==> config.mk <==
export PLATFORM = sky130hd
export DESIGN_NAME = ppu_palette_ram_responder
export DESIGN_NICKNAME = d
export VERILOG_FILES = /design/src/rtl/ppu_palette_ram_responder.sv
export SDC_FILE = /design/constraint.sdc
export NUM_CORES = 1
export LEC_CHECK = 0
export BUFFER_PORTS_ARGS = -buffer_cell sky130_fd_sc_hd__buf_2
export CORE_ASPECT_RATIO = 1.1
export CORE_UTILIZATION = 35
export DETAILED_ROUTE_END_ITERATION = 8
export PLACE_DENSITY_LB_ADDON = 0.25
export SKIP_CTS_REPAIR_TIMING = 1
export SYNTH_ARGS = -nofsm -noshare
export SYNTH_HDL_FRONTEND = slang
export SYNTH_SLANG_ARGS = --single-unit
==> constraint.sdc <==
create_clock -name clk -period 1.94 [get_ports clk]
set_input_delay 0.097 -clock clk [delete_from_list [all_inputs] [get_ports clk]]
set_output_delay 0.097 -clock clk [all_outputs]
set_load 0.02 [all_outputs]
==> src/rtl/ppu_palette_ram_responder.sv <==
// PPU palette RAM slave: 32-entry store, 1-cycle read port, buffered CPU writes, init sweep.
// Define PAL_DEFAULT_INIT_EN to load the power-up palette table during the sweep instead of zeros.
module ppu_palette_ram_responder #(
  parameter logic [15:0] PAL_BASE = 16'h3F00,
  parameter int unsigned ENTRY_W  = 6
) (
  input  logic        clk,
  input  logic        rst,
  input  logic [15:0] vram_addr_in,
  output logic [7:0]  vram_data_out,
  output logic        vram_hit,
  input  logic        cpu_wr_valid,
  output logic        cpu_wr_ready,
  input  logic [15:0] cpu_wr_addr,
  input  logic [7:0]  cpu_wr_data,
  output logic        init_busy
);

  typedef enum logic {
    S_INIT,
    S_RUN
  } state_t;

  state_t               state;
  logic [4:0]           init_cnt;
  logic                 buf_valid;
  logic [4:0]           buf_idx;
  logic [ENTRY_W-1:0]   buf_data;

  logic [ENTRY_W-1:0]   mem [32];

  logic [4:0]           rd_idx;
  logic                 rd_hit;
  logic [ENTRY_W-1:0]   rd_entry;
  logic [7:0]           rd_ext;
  logic [4:0]           wr_idx;
  logic                 wr_hit;
  logic                 wr_accept;
  logic                 mem_we;
  logic [4:0]           mem_waddr;
  logic [ENTRY_W-1:0]   mem_wdata;
  logic                 unused_bits;

  // Entries whose low two index bits are zero are shared between the two halves.
  function automatic logic [4:0] pal_idx(input logic [15:0] a);
    logic [4:0] i;
    i = a[4:0];
    if (i[1:0] == 2'b00) i[4] = 1'b0;
    return i;
  endfunction

  function automatic logic in_window(input logic [15:0] a);
    return a[15:8] == PAL_BASE[15:8];
  endfunction

  function automatic logic [ENTRY_W-1:0] init_value(input logic [4:0] i);
    logic [7:0] v;
    v = '0;
`ifdef PAL_DEFAULT_INIT_EN
    case (i)
      5'd0:  v = 8'h09;
      5'd1:  v = 8'h01;
      5'd2:  v = 8'h00;
      5'd3:  v = 8'h01;
      5'd4:  v = 8'h00;
      5'd5:  v = 8'h02;
      5'd6:  v = 8'h02;
      5'd7:  v = 8'h0D;
      5'd8:  v = 8'h08;
      5'd9:  v = 8'h10;
      5'd10: v = 8'h08;
      5'd11: v = 8'h24;
      5'd12: v = 8'h00;
      5'd13: v = 8'h00;
      5'd14: v = 8'h04;
      5'd15: v = 8'h2C;
      5'd16: v = 8'h09;
      5'd17: v = 8'h01;
      5'd18: v = 8'h34;
      5'd19: v = 8'h03;
      5'd20: v = 8'h00;
      5'd21: v = 8'h04;
      5'd22: v = 8'h00;
      5'd23: v = 8'h14;
      5'd24: v = 8'h08;
      5'd25: v = 8'h3A;
      5'd26: v = 8'h00;
      5'd27: v = 8'h02;
      5'd28: v = 8'h00;
      5'd29: v = 8'h20;
      5'd30: v = 8'h2C;
      default: v = 8'h08;
    endcase
`else
    v = {3'b000, i} & 8'h00;
`endif
    return v[ENTRY_W-1:0];
  endfunction

  assign unused_bits = &{1'b0, vram_addr_in[7:5], cpu_wr_addr[7:5], cpu_wr_data[7:ENTRY_W]};

  assign rd_idx    = pal_idx(vram_addr_in);
  assign rd_hit    = in_window(vram_addr_in);
  assign wr_idx    = pal_idx(cpu_wr_addr);
  assign wr_hit    = in_window(cpu_wr_addr);
  assign wr_accept = cpu_wr_valid & cpu_wr_ready;

  // Only the already-buffered write is forwarded; an accept on this edge is seen next read.
  always_comb begin
    rd_entry = mem[rd_idx];
    if (buf_valid && (buf_idx == rd_idx)) rd_entry = buf_data;
  end

  always_comb begin
    rd_ext = '0;
    rd_ext[ENTRY_W-1:0] = rd_entry;
  end

  // Single store write port: the sweep owns it in INIT, the write buffer in RUN.
  always_comb begin
    mem_we    = 1'b0;
    mem_waddr = '0;
    mem_wdata = '0;
    if (state == S_INIT) begin
      mem_we    = 1'b1;
      mem_waddr = init_cnt;
      mem_wdata = init_value(init_cnt);
    end else if (buf_valid) begin
      mem_we    = 1'b1;
      mem_waddr = buf_idx;
      mem_wdata = buf_data;
    end
  end

  always_ff @(posedge clk) begin
    if (mem_we) mem[mem_waddr] <= mem_wdata;
  end

  always_ff @(posedge clk or posedge rst) begin
    if (rst) begin
      state         <= S_INIT;
      init_cnt      <= '0;
      buf_valid     <= 1'b0;
      buf_idx       <= '0;
      buf_data      <= '0;
      vram_data_out <= '0;
      vram_hit      <= 1'b0;
      cpu_wr_ready  <= 1'b0;
      init_busy     <= 1'b1;
    end else begin
      case (state)
        S_INIT: begin
          init_cnt      <= init_cnt + 5'd1;
          buf_valid     <= 1'b0;
          vram_data_out <= '0;
          vram_hit      <= 1'b0;
          if (init_cnt == 5'd31) begin
            state        <= S_RUN;
            init_busy    <= 1'b0;
            cpu_wr_ready <= 1'b1;
          end
        end
        S_RUN: begin
          vram_hit      <= rd_hit;
          vram_data_out <= rd_hit ? rd_ext : '0;
          buf_valid     <= wr_accept & wr_hit;
          if (wr_accept && wr_hit) begin
            buf_idx  <= wr_idx;
            buf_data <= cpu_wr_data[ENTRY_W-1:0];
          end
        end
        default: state <= S_INIT;
      endcase
    end
  end

endmodule

# Word-level counts from Yosys, hierarchy flattened
# Memories as Yosys holds them, arrays and structs flattened.
# Cells that the tools add are included.
# totals
ram_bits	192
out_inout_bits	11
in_bits	43
regBits	29
mem_count	1
word_cells	41
# classes
eq_ne	4
mux	17
bitwise	3
reduce_logical	6
add_sub_neg	1
# mem_list
name	depth	width	read_ports	rd_clocked_by_memory_dff	wr	line_no	text
mem	32	6	1	0	1	30	logic [ENTRY_W-1:0] mem [32];
# op_table
cell	count
6-bit two-way mux	4
8-bit by 6-bit == test with 1-bit output, second input constant	2
8-bit case mux with 2 select lines	1
5-bit two-way mux	2
1-bit two-way mux	8
5-bit by 1-bit adder with 5-bit output, second input constant	1
5-bit == test	1
5-bit == test, second input constant	1
2-bit logical NOT	2
1-bit case mux with 2 select lines	2
2-bit AND reduction	2
1-bit AND	2
1-bit logical AND	2
1-bit inverter	1

# Depth between registers and ports, before layout
# depth
depth_word	7
ltp_mapped	8
mapped_depth_nobuf	5

# Least setup slack after synthesis
# OpenSTA, ideal clock, no wires.
# synth_timing
path_kind	register -> register
startpoint	reg state
endpoint	mem mem[10][0], enable pin
required_time_ns	1.590
stages_incl_launch_ff	6
path_slack_ns	0.116
arrival_time_ns	1.474
setup_time_ns	0.350
period_less_slack_ns	1.824
n_path_buf	1
cell_sequence	dfrtp_1 -> clkbuf_1 -> nand2_1 -> o32ai_1 -> nand2_1 -> nor2_1
# synth_via
elab_chain_cells	3
elab_cells_between_ends	4
cone_classes	4 x mux
# synth_rtl
item	line_no	text
start, declared	24	state_t state;
start signal, assigned	141	state <= S_INIT;
start signal, assigned	158	state <= S_RUN;
start signal, assigned	172	default: state <= S_INIT;
1-bit two-way mux	124	if (state == S_INIT) begin
1-bit two-way mux	136	if (mem_we) mem[mem_waddr] <= mem_wdata;
1-bit two-way mux (not written as such)	136	
end, declared	30	
# Several ways; a longest one is shown, not always the timed one.

# Final worst setup path
# layout_timing
startpoint	reg state
endpoint	reg vram_data_out[2]
# layout_via
elab_chain_cells	2
# layout_rtl
item	line_no	text
1-bit inverter	-	
8-bit case mux with 2 select lines *	151	case (state)
end signal, assigned	165	vram_data_out <= rd_hit ? rd_ext : '0;
end, declared	10	output logic [7:0] vram_data_out,
# Mark *: on every way between the ends. The rest lies on a longest branch, timed or not. The select of a mux whose other input is x is not followed.
# A chain may end at the register's enable or synchronous reset.

==> flow_summary.toml <==
[outcome]
status = "finished, final reports clean"

[power]
sw_frac_of_total_pct = 19.8
power_leakage_nw = 3.47
power.internal_mw = 7.81
p_clk_share_pct = 44.8
cellPowerDensity_nw_per_um2 = 882
total_power_mw = 9.73
ir_worst_vdd_uv = 556
combPwrFrac_pct = 3.1
sequentialPowerShare_pct = 52.1
p_sw_mw = 1.93

[place]
gp_congestion = 0.887
dpl.cell_count = 915
pre_cts_ws_ps = -312
dp_hpwl_um = 14100
portBuffers = 43

[synth]
ys_seq_area_share_pct = 71.9
synth.yosys.warnings = 0
synth-seq-cells = 219
syn_area_um2 = 8960
synth.distinct_cells = 54
syn_area_per_cell_um2 = 17.8
netlist_instances = 504
yosys.area.top_type = "edfxtp_1"
synth_flop_cell = "edfxtp_1"
synth_area_leaders = "edfxtp_1 64%, mux4_2 8.8%, dfrtp_1 7.3%"
synth_edf_count = 192
async_flop_share_pct = 12.3
synth_top_area_share_pct = 64.3

[sta]
max-slew-margin-rel_pct = 55.8
finalCriticalPeriod_ps = 1910
grt_setup_unrepaired = "yes"
timing.final.ws_setup_ps = 30.0
drv_slew = 0
finalHoldViolations = 0
max_freq_ghz = 0.524
tns_ps = 0
fin_skew_ps = 25.4
finalCritPeriodShare_pct = 98.5
final-setup-viol-count = 0
worstMarginPinSlew_ps = 663

[worst_setup_path]
path_max_fanout = 10
critPathCaptureType = "register"
worstPathRequired_ps = 2340
path_class = "register to register"
arrival_ps = 2310
crit_path_start_kind = "register"

[min_path]
hold_class = "primary input to register"

[clocking]
cts_tree = "done"
htreeDepth = 1
clock_sinks = 219
ctsLongestPathBuffers = 3
clk_latency_ps = 530
clk_pin_slew_ps = 60
numCtsBuffers = 23
cts-root-buf = "clkbuf_16"

[global_routing]
use_met1_pct = 21.5
grt_max_degree = 29
grt_util_met2_pct = 26.5
grt_busiest_layer = "met2"
grt_pass1_wl_um = 31400
grt-ovfl-total = 0
antenna_found_initial = 0
grt_use_total_pct = 16.1
grt_pass1_vias = 5237
grt_util_met3_pct = 2.83

[job]
cap_violations = 0

[final_layout]
layout.nets = 686
mostFrequentLayoutCells = "192 x edfxtp_1, 74 x buf_4, 43 x buf_2, 41 x nor2_1, 35 x mux4_2"
drive_gt1_share_pct = 36.2
area_delta_synth_final_pct = 23.1
final_common_cell = "edfxtp_1"
num_antenna_cells = 0
fin_cells = 972
fill_cells = 2193

[route]
wirelength_um = 20400
drc = 0
drt_iter0_drc = 314
vias = 4987
post_drt_wl_per_cell_um = 20.9
firstDrtPassIters = 4
drtAntennaViolNets = 0
via_per_inst = 5.13

[floorplan]
core_area_um2 = 25200
row_count = 61
die_area_um2 = 26200
fp.dieH_um = 170
fp.dieW_um = 155
initial_utilization_pct = 35.6
io_pins = 54
-- cell families (layout without fill, tap and decap cells) --
kind of cell / after synthesis / in the layout / synth area share [%]
flip-flops: 219 / 219 / 71.9
AND/OR/NAND/NOR: 114 / 114 / 6.26
multiplexers: 69 / 69 / 13.3
AO/OA/AOI/OAI: 61 / 61 / 5.56
buffers and inverters: 33 / 185 / 2.19
XOR/XNOR: 5 / 5 / 0.489
adder cells (fa/ha/maj): 2 / 2 / 0.279
other: 1 / 2 / 0.0419
-- stage by stage --
step	hold WS, ps	area [um^2]	utilization, %
6_report	56.7	11000	43.8
5_1_grt	60.8	11000	43.8
4_1_cts	-376	10800	42.8
3_5_place_dp	186	10000	39.8
3_3_place_gp	173	10000	39.8
2_1_floorplan	149	8960	-
-- routing by layer --
metal / up-vias / share of wire, %
li1: 2282 / -
met1: 2514 / 43
met2: 151 / 48
met3: 40 / 6.3
met4: 0 / 3.3
met5: - / 0
-- power groups by stage --
stage	registers [mW]	logic, mW	clock network (mW)
2_1_floorplan	5.16	0.196	0
3_3_place_gp	5.16	0.278	0
3_5_place_dp	5.16	0.283	0
4_1_cts	5.07	0.284	4.47
5_1_grt	5.06	0.329	4.66
6_report	5.07	0.302	4.36
-- sequential cells by signal (all words and copies together) (netlist names) --
signal         flops
init_cnt           5
vram_data_out      6
cpu_wr_ready       1
mem              192
buf_valid          1
init_busy          1
buf_data           6
vram_hit           1
buf_idx            5
state              1
-- synthesized netlist by cell type (2+ instances only) --
master,n
a21oi_1,2
buf_4,6
nor2_1,41
mux2_4,5
o311ai_1,6
buf_6,4
mux2_1,2
a221oi_2,5
mux2_2,14
o22ai_1,17
buf_2,7
buf_1,2
nand3_1,9
nand2_1,33
and3_1,8
inv_1,8
nand4b_1,2
nand4_1,2
nor2b_1,4
o21ai_0,6
or2_2,3
mux2i_1,12
a2bb2oi_1,5
nand2b_1,3
mux4_2,35
o32ai_1,3
xnor2_1,4
a31oi_1,3
clkbuf_1,4
edfxtp_1,192
nor4_4,2
dfrtp_1,26
o211ai_1,7
ha_1,2
-- layout make-up --
class	instances	area [um^2]	share of cell area, %
tap	315	394	3.57
multi-input combinational	253	2410	21.8
timing repair buffer	135	992	8.99
sequential	219	6440	58.4
clock inverter	13	163	1.47
clock buffer	28	594	5.39
inverter	9	36.3	0.329
-- critical path, stage by stage, from the launching register on --
cell	delay, ps
dfrtp_2	490
inv_4	110
nor4_4	390
buf_4	180
nand3b_2	180
o311ai_1	430
-- path summary, 6_finish.rpt --
kind	start	end	slack, ps	cells after the start
min reg2reg	init_busy	init_busy	490	1
max reg2reg	state	vram_data_out[2]	30	5
max	state	vram_data_out[2]	30	5
min	vram_addr_in[14]	vram_hit	60	4
min in group asynchronous	rst	buf_idx[0]	190	4
max in group asynchronous	rst	init_busy	1440	4
Power figures use the tool's default switching activity.
